## src/rtl/interrupt_sequencer_pkg.sv

```systemverilog
// Shared constants for the interrupt block: register field widths,
// vector defaults and sequencer state encodings.
package interrupt_sequencer_pkg;

    localparam int INT_PRI_W = 3;
    localparam int INT_LVL_W = 3;
    localparam logic [15:0] INT_VEC_BASE = 16'h0010;

    typedef enum logic [1:0] {
        ST_IDLE = 2'd0,
        ST_PEND = 2'd1,
        ST_VECT = 2'd2
    } state_t;

    function automatic logic [15:0] int_vec_addr(
        input logic [15:0] base,
        input logic [INT_PRI_W-1:0] pri,
        input int sh
    );
        return base + (16'(pri) << sh);
    endfunction

endpackage

```

## src/rtl/int_level_stack.sv

```systemverilog
// Synchronous LIFO of saved in-service levels.
// A same-cycle push and pop overwrites the top entry.
module int_level_stack
    import interrupt_sequencer_pkg::*;
#(
    parameter int DEPTH = 4
) (
    input  logic                 clk,
    input  logic                 rst_n,
    input  logic                 push,
    input  logic                 pop,
    input  logic [INT_LVL_W-1:0] din,
    output logic [INT_LVL_W-1:0] top,
    output logic [2:0]           count
);

    localparam int AW = (DEPTH > 1) ? $clog2(DEPTH) : 1;

    logic [INT_LVL_W-1:0] mem [DEPTH];
    logic [AW-1:0]        top_idx;
    logic [AW-1:0]        wr_idx;

    assign top_idx = AW'(count - 3'd1);
    assign wr_idx  = AW'(count);
    assign top     = (count == 3'd0) ? '0 : mem[top_idx];

    always_ff @(posedge clk) begin
        if (!rst_n) begin
            count <= 3'd0;
            for (int i = 0; i < DEPTH; i++) begin
                mem[i] <= '0;
            end
        end else if (push && pop && count != 3'd0) begin
            mem[top_idx] <= din;
        end else if (push && count < 3'(DEPTH)) begin
            mem[wr_idx] <= din;
            count       <= count + 3'd1;
        end else if (pop && count != 3'd0) begin
            count <= count - 3'd1;
        end
    end

endmodule

```

## src/rtl/interrupt_sequencer.sv

```systemverilog
// Interrupt entry/exit sequencer with priority nesting.
// Nesting stack is built only when INT_NESTING_EN is defined.
module interrupt_sequencer
    import interrupt_sequencer_pkg::*;
#(
    parameter logic [15:0] VEC_BASE        = INT_VEC_BASE,
    parameter int          VEC_STRIDE_LOG2 = 2,
    parameter int          STACK_DEPTH     = 4
) (
    input  logic                 CLK,
    input  logic                 RESET,
    input  logic                 INT1,
    input  logic [INT_PRI_W-1:0] PRI,
    input  logic                 IEN,
    input  logic                 INTACK,
    input  logic                 RETI,
    output logic                 INT_REQ,
    output logic                 VEC_VALID,
    output logic [15:0]          VECTOR,
    output logic [INT_LVL_W-1:0] LEVEL,
    output logic [2:0]           DEPTH,
    output logic                 OVERFLOW
);

`ifdef INT_NESTING_EN
    localparam int EFF_DEPTH = STACK_DEPTH;
`else
    localparam int EFF_DEPTH = (STACK_DEPTH < 1) ? STACK_DEPTH : 1;
`endif

    state_t state, nxt;

    logic full, higher, eligible;
    logic push, pop;
    logic [INT_LVL_W-1:0] pop_level;

    assign full   = DEPTH >= 3'(EFF_DEPTH);
    assign higher = PRI > LEVEL;
    assign push   = (state == ST_PEND) && INTACK;
    assign pop    = RETI && (DEPTH != 3'd0);

`ifdef INT_NESTING_EN
    assign eligible = INT1 && IEN && higher && !full;

    logic [INT_LVL_W-1:0] stk_top;
    logic [INT_LVL_W-1:0] push_data;

    // a simultaneous pop hands the popped level straight back to the push
    assign push_data = pop ? stk_top : LEVEL;
    assign pop_level = stk_top;

    int_level_stack #(
        .DEPTH (STACK_DEPTH)
    ) u_stack (
        .clk   (CLK),
        .rst_n (RESET),
        .push  (push),
        .pop   (pop),
        .din   (push_data),
        .top   (stk_top),
        .count (DEPTH)
    );

    always_ff @(posedge CLK) begin
        if (!RESET) begin
            OVERFLOW <= 1'b0;
        end else if (INT1 && full && higher) begin
            OVERFLOW <= 1'b1;
        end
    end
`else
    assign eligible  = INT1 && IEN && higher && !full && (LEVEL == '0);
    assign pop_level = '0;
    assign OVERFLOW  = 1'b0;

    logic in_svc;

    always_ff @(posedge CLK) begin
        if (!RESET) begin
            in_svc <= 1'b0;
        end else if (push) begin
            in_svc <= 1'b1;
        end else if (pop) begin
            in_svc <= 1'b0;
        end
    end

    assign DEPTH = {2'b00, in_svc};
`endif

    always_comb begin
        nxt = state;
        unique case (state)
            ST_IDLE: if (eligible) nxt = ST_PEND;
            ST_PEND: begin
                if (INTACK) nxt = ST_VECT;
                else if (!eligible) nxt = ST_IDLE;
            end
            ST_VECT: nxt = ST_IDLE;
            default: nxt = ST_IDLE;
        endcase
    end

    always_ff @(posedge CLK) begin
        if (!RESET) begin
            state     <= ST_IDLE;
            INT_REQ   <= 1'b0;
            VEC_VALID <= 1'b0;
            VECTOR    <= 16'h0000;
            LEVEL     <= '0;
        end else begin
            state     <= nxt;
            INT_REQ   <= (nxt == ST_PEND);
            VEC_VALID <= push;
            if (push) begin
                VECTOR <= int_vec_addr(VEC_BASE, PRI, VEC_STRIDE_LOG2);
                LEVEL  <= PRI;
            end else if (pop) begin
                LEVEL <= pop_level;
            end
        end
    end

endmodule

```

## config.mk

```make
export PLATFORM = sky130hd
export DESIGN_NAME = interrupt_sequencer
export DESIGN_NICKNAME = d
export VERILOG_FILES = /design/src/rtl/interrupt_sequencer_pkg.sv /design/src/rtl/int_level_stack.sv /design/src/rtl/interrupt_sequencer.sv
export SDC_FILE = /design/constraint.sdc
export NUM_CORES = 1
export LEC_CHECK = 0
export CAP_MARGIN = 0
export CELL_PAD_IN_SITES_DETAIL_PLACEMENT = 0
export CELL_PAD_IN_SITES_GLOBAL_PLACEMENT = 1
export CORE_UTILIZATION = 27
export CTS_BUF_LIST = sky130_fd_sc_hd__clkbuf_4 sky130_fd_sc_hd__clkbuf_8 sky130_fd_sc_hd__clkbuf_16
export DETAILED_ROUTE_END_ITERATION = 10
export GPL_ROUTABILITY_DRIVEN = 0
export PLACE_DENSITY = 0.84
export SLEW_MARGIN = 20
export SYNTH_ARGS = -nofsm -noshare
export SYNTH_HDL_FRONTEND = slang
export SYNTH_HIERARCHICAL = 1
export SYNTH_SLANG_ARGS = --single-unit
```

## constraint.sdc

```tcl
create_clock -name CLK -period 1.5 [get_ports CLK]
set_input_delay 0.3 -clock CLK [delete_from_list [all_inputs] [get_ports CLK]]
set_output_delay 0.3 -clock CLK [all_outputs]
set_load 0.1 [all_outputs]
```

# [After elaboration in Yosys (flattened, before gate mapping)]
# Index checks and enable logic that the tools add are counted.
[totals] regBits=24 input_bits=9 output_inout_bits=25 wordCells=29
[classes] n_addsub=1 order_cmp=2 n_eq_ne=2 mux=8 n_reduce_logical=10
[ops] op="adder 5 x 5 -> 6 bit, first input constant" count=1
[ops] op="logical AND 1 bit" count=6
[ops] op="two-way mux 2 bit" count=3
[ops] op="two-way mux 3 bit" count=2
[ops] op="== test 2 x 1 -> 1 bit, second input constant" count=2
[ops] op="case mux 2 bit (2 select lines)" count=1
[ops] op="> comparator 3 bit" count=1
[ops] op="zero test 3 bit" count=1
[ops] op="zero test 2 bit" count=1
[ops] op="two-way mux 1 bit" count=2
[ops] op="nonzero test 2 bit" count=1
[ops] op=">= comparator 1 bit, second input constant" count=1
[ops] op="zero test 1 bit" count=1

# [Longest topological paths before layout]
[logic_depth] ltp_word=8 mapped_depth=5 mapped_depth_nobuf=5

# [Least setup slack after synthesis]
# No wires, ideal clock.
[synth_path] path_type="flip-flop to flip-flop" start="reg LEVEL[2]" end="reg INT_REQ" setup_time_ns=0.086 t_arrival_ns=1.772 required_time_ns=1.414 setup_slack_ns=-0.357 path_stages_with_launch=6 n_path_buf=0 period_less_slack_ns=1.857 path_cell_list="dfxtp_1 inv_1 ha_1 nand3_1 nand4_1 a211oi_1"
[synth_between] elab_chain_len=8 elab_cells_between_ends=10 cone_classes="order compare: 1; eq/ne: 1; mux: 4; reduce/logical: 4"
[synth_lines] item="start: declaration" line_no="interrupt_sequencer.sv:20" rtl="output logic [INT_LVL_W-1:0] LEVEL,"
[synth_lines] item="start signal: assignment" line_no="interrupt_sequencer.sv:119" rtl="LEVEL <= pop_level;"
[synth_lines] item="> comparator 3 bit" line_no="interrupt_sequencer.sv:38" rtl="assign higher = PRI > LEVEL;"
[synth_lines] item="logical AND 1 bit (2 in a row)" line_no="interrupt_sequencer.sv:72" rtl="assign eligible = INT1 && IEN && higher && !full && (LEVEL == '0);"
[synth_lines] item="logical AND 1 bit *" line_no="interrupt_sequencer.sv:72"
[synth_lines] item="two-way mux 2 bit" line_no="interrupt_sequencer.sv:97" rtl="else if (!eligible) nxt = ST_IDLE;"
[synth_lines] item="two-way mux 2 bit" line_no="interrupt_sequencer.sv:96" rtl="if (INTACK) nxt = ST_VECT;"
[synth_lines] item="case mux 2 bit (2 select lines) *" line_no="interrupt_sequencer.sv:93" rtl="unique case (state)"
[synth_lines] item="== test 2 x 1 -> 1 bit *" line_no="interrupt_sequencer.sv:113" rtl="INT_REQ <= (nxt == ST_PEND);"
[synth_lines] item="end signal: assignment" line_no="interrupt_sequencer.sv:113"
[synth_lines] item="end: declaration" line_no="interrupt_sequencer.sv:17" rtl="output logic INT_REQ,"
# Mark *: on every way between the ends. The rest lies on a longest branch, timed or not.
# A chain may end at the register's enable or synchronous reset.

# [Worst setup path after layout]
[layout_path] start="in PRI[0]" end="reg INT_REQ"
[layout_between] elab_chain_len=8 elab_cells_between_ends=9 cone_classes="order compare: 1; eq/ne: 1; mux: 4; reduce/logical: 3"
[layout_lines] item="start: declaration" line_no="interrupt_sequencer.sv:13" rtl="input logic [INT_PRI_W-1:0] PRI,"
[layout_lines] item="> comparator 3 bit *" line_no="interrupt_sequencer.sv:38"
[layout_lines] item="logical AND 1 bit * (3 in a row)" line_no="interrupt_sequencer.sv:72"
[layout_lines] item="two-way mux 2 bit" line_no="interrupt_sequencer.sv:97"
[layout_lines] item="two-way mux 2 bit" line_no="interrupt_sequencer.sv:96"
[layout_lines] item="case mux 2 bit (2 select lines) *" line_no="interrupt_sequencer.sv:93"
[layout_lines] item="== test 2 x 1 -> 1 bit *" line_no="interrupt_sequencer.sv:113"
# Marked as above.

==> flow_summary.yaml <==
clock_network:
  cts_buffer_depth: 2
  ctsResizeCount: 0
  clock-sinks: 12
  clk_pin_slew_ns: 0.08
  cts_root_buffer: "clkbuf_4"
  cts_tree: "yes"
  clock_latency_ns: 0.27
  cts_hold_buf: 0
  cts_made_buffers: 3
  post_cts_buffers: 0
  htreeDepth: 1
timing:
  post-route-min-period_ns: 1.36
  rsz0062_at_grt: "no"
  slew_violations: 0
  fmax_mhz: 737
  fin_ws_ns: 0.143
  timing.final.crit_share: 0.905
  finClkSkew_ns: 0.00818
  hold_viol: 0
  final-setup-viol-count: 0
yosys:
  synth_cell_types: 20
  ys_ff_latch: 12
  ys_warn_count: 6
  synthArstFlopShare: 0
  syn-cell-area_sq_um: 652
  yosys-top-cells-count: "16 x buf_4, 12 x dfxtp_1, 6 x nand2_1"
  ys_seq_area_frac: 0.369
  synth_top_cell_area_share: 0.369
  synth-edff-count: 0
  synthFlopType: "dfxtp_1"
  yosys.cell_count.top_type: "buf_4"
  synth_area_per_cell_sq_um: 9.05
  synthTopCellsByArea: "dfxtp_1 37%, buf_4 18%, a21boi_2 6.9%"
  synthCells: 72
  yosys.area.top_type: "dfxtp_1"
layout:
  nets: 106
  fin_cells: 121
  n_antenna_cell: 0
  syn2layout_area_growth_pct: 46.6
  drive_above_1_share: 0.323
route:
  vias_per_cell: 4.00
  postRouteAntennaNets: 0
  dr_total_vias: 484
  wl_um: 1160
  dr.pass1.iters: 4
  drc: 0
  initialDrtViolationCount: 7
  wl_per_cell_um: 9.60
global_routing:
  grt_pass1_vias: 448
  antenna_found_initial: 0
  grt_start_max_net_pins: 9
  grt_pass1_wl_um: 1870
  grt.overflow.total: 0
  grt.total_usage: 0.100
critical_path:
  max_stage_delay_ns: 0.49
  cp_slowest_cell: "clkdlybuf4s50_1"
  worstSetupEndpointType: "flip-flop"
  crit_type: "input pin to flip-flop"
  start_kind: "input pin"
  cp.arrival_ns: 1.54
  r2r-start: "LEVEL[2]"
  crit_required_ns: 1.68
  path_cells: "clkdlybuf4s50_1 -> inv_1 -> ha_1 -> nand3_1 -> nand4_1 -> a211oi_1"
  startpoint: "PRI[0]"
  path_max_fanout: 2
die:
  fp.dieW_um: 51.1
  row_count: 17
  dieArea_sq_mm: 0.00261
  coreArea_sq_mm: 0.00223
  initial_core_util: 0.292
  ioPinCount: 34
  die-height_um: 51.1
placed_design:
  hpwl_um: 967
  pre_cts_ws_ns: -0.137
  port_buffers: 18
  dp_cells: 117
hold_path:
  min-delay-start: "VECTOR[5]"
  min-delay-path-class: "flip-flop to flip-flop"
pwr:
  peakVddDrop_mv: 0.601
  power.density_mw_per_mm2: 899
  leakagePower_nw: 0.384
run:
  drv_cap: 0
status:
  status: "finished clean"
through the flow:
| step | util | power [mW] | hold WS (ns) | instance area [sq um] | setup TNS, ns |
|---|---|---|---|---|---|
| 2_1_floorplan | - | 0.591 | 0.429 | 713 | 0 |
| 3_3_place_gp | 0.412 | 0.616 | 0.483 | 920 | -0.182 |
| 3_5_place_dp | 0.412 | 0.617 | 0.491 | 920 | -0.245 |
| 4_1_cts | 0.428 | 0.867 | 0.502 | 956 | 0 |
| 5_1_grt | 0.428 | 0.899 | 0.523 | 956 | 0 |
| 6_report | 0.428 | 0.859 | 0.495 | 956 | 0 |
sequential cells by signal, summed over array words and instances, names as in the netlist:
register	count
in_svc	1
VECTOR	4
LEVEL	3
VEC_VALID	1
INT_REQ	1
state	2
cell families (layout without fill, tap and decap cells):
family | count (synthesis) | in the layout | synth area share
buffers and inverters | 21 | 28 | 0.213
DFF | 12 | 12 | 0.369
adders and majority gates | 3 | 3 | 0.0576
and+or+nand+nor | 24 | 24 | 0.209
AOI/OAI and AO/OA | 11 | 11 | 0.146
other | 1 | 15 | 0.00575
layout by cell type, fill, tap and decap left out, drive strengths merged:
master          n
o21ai           1
nand3b          1
nor2            2
and3b           1
and2            2
nand3           4
ha              3
dfxtp          12
a21boi          8
nand4           2
clkdlybuf4s50   8
clkbuf          4
inv             4
nand2b          2
a211oi          2
nand2           9
conb           15
buf            12
nor2b           1
metal layers:
layer	vias up	wire, um	track usage	share of wire
met5	-	0	0	0
met4	0	13	0.0694	0.011
met3	2	81	0.0327	0.070
met2	17	575	0.167	0.49
met1	214	491	0.107	0.42
li1	251	-	-	-
report_power, final:
part / leakage [nW] / total, mW / switching (mW) / internal [mW]
logic: 0.264 / 0.281 / 0.225 / 0.0559
clock network: 0.0210 / 0.250 / 0.103 / 0.147
registers: 0.0991 / 0.328 / 0.00655 / 0.322
cell type report:
type                       count  area, sq um
clock buffer                   4         36.3
multi-input combinational     53          325
tap                           28         35.0
sequential                    12          249
fill                         231         1280
inverter                       4         15.0
timing repair buffer          20          295
worst paths after layout:
path	to	slack, ns	cells past startpoint
max reg2reg	INT_REQ	0.28	5
min	VECTOR[5]	0.50	2
min reg2reg	VECTOR[5]	0.50	2
max	INT_REQ	0.14	6
critical path: cells and delay by family:
family	cells	cell delay, ns
simple gates	2	0.18
compound gates	1	0.22
fa+ha+maj	1	0.29
buf+inv	2	0.54
Power figures use the tool's default switching activity.
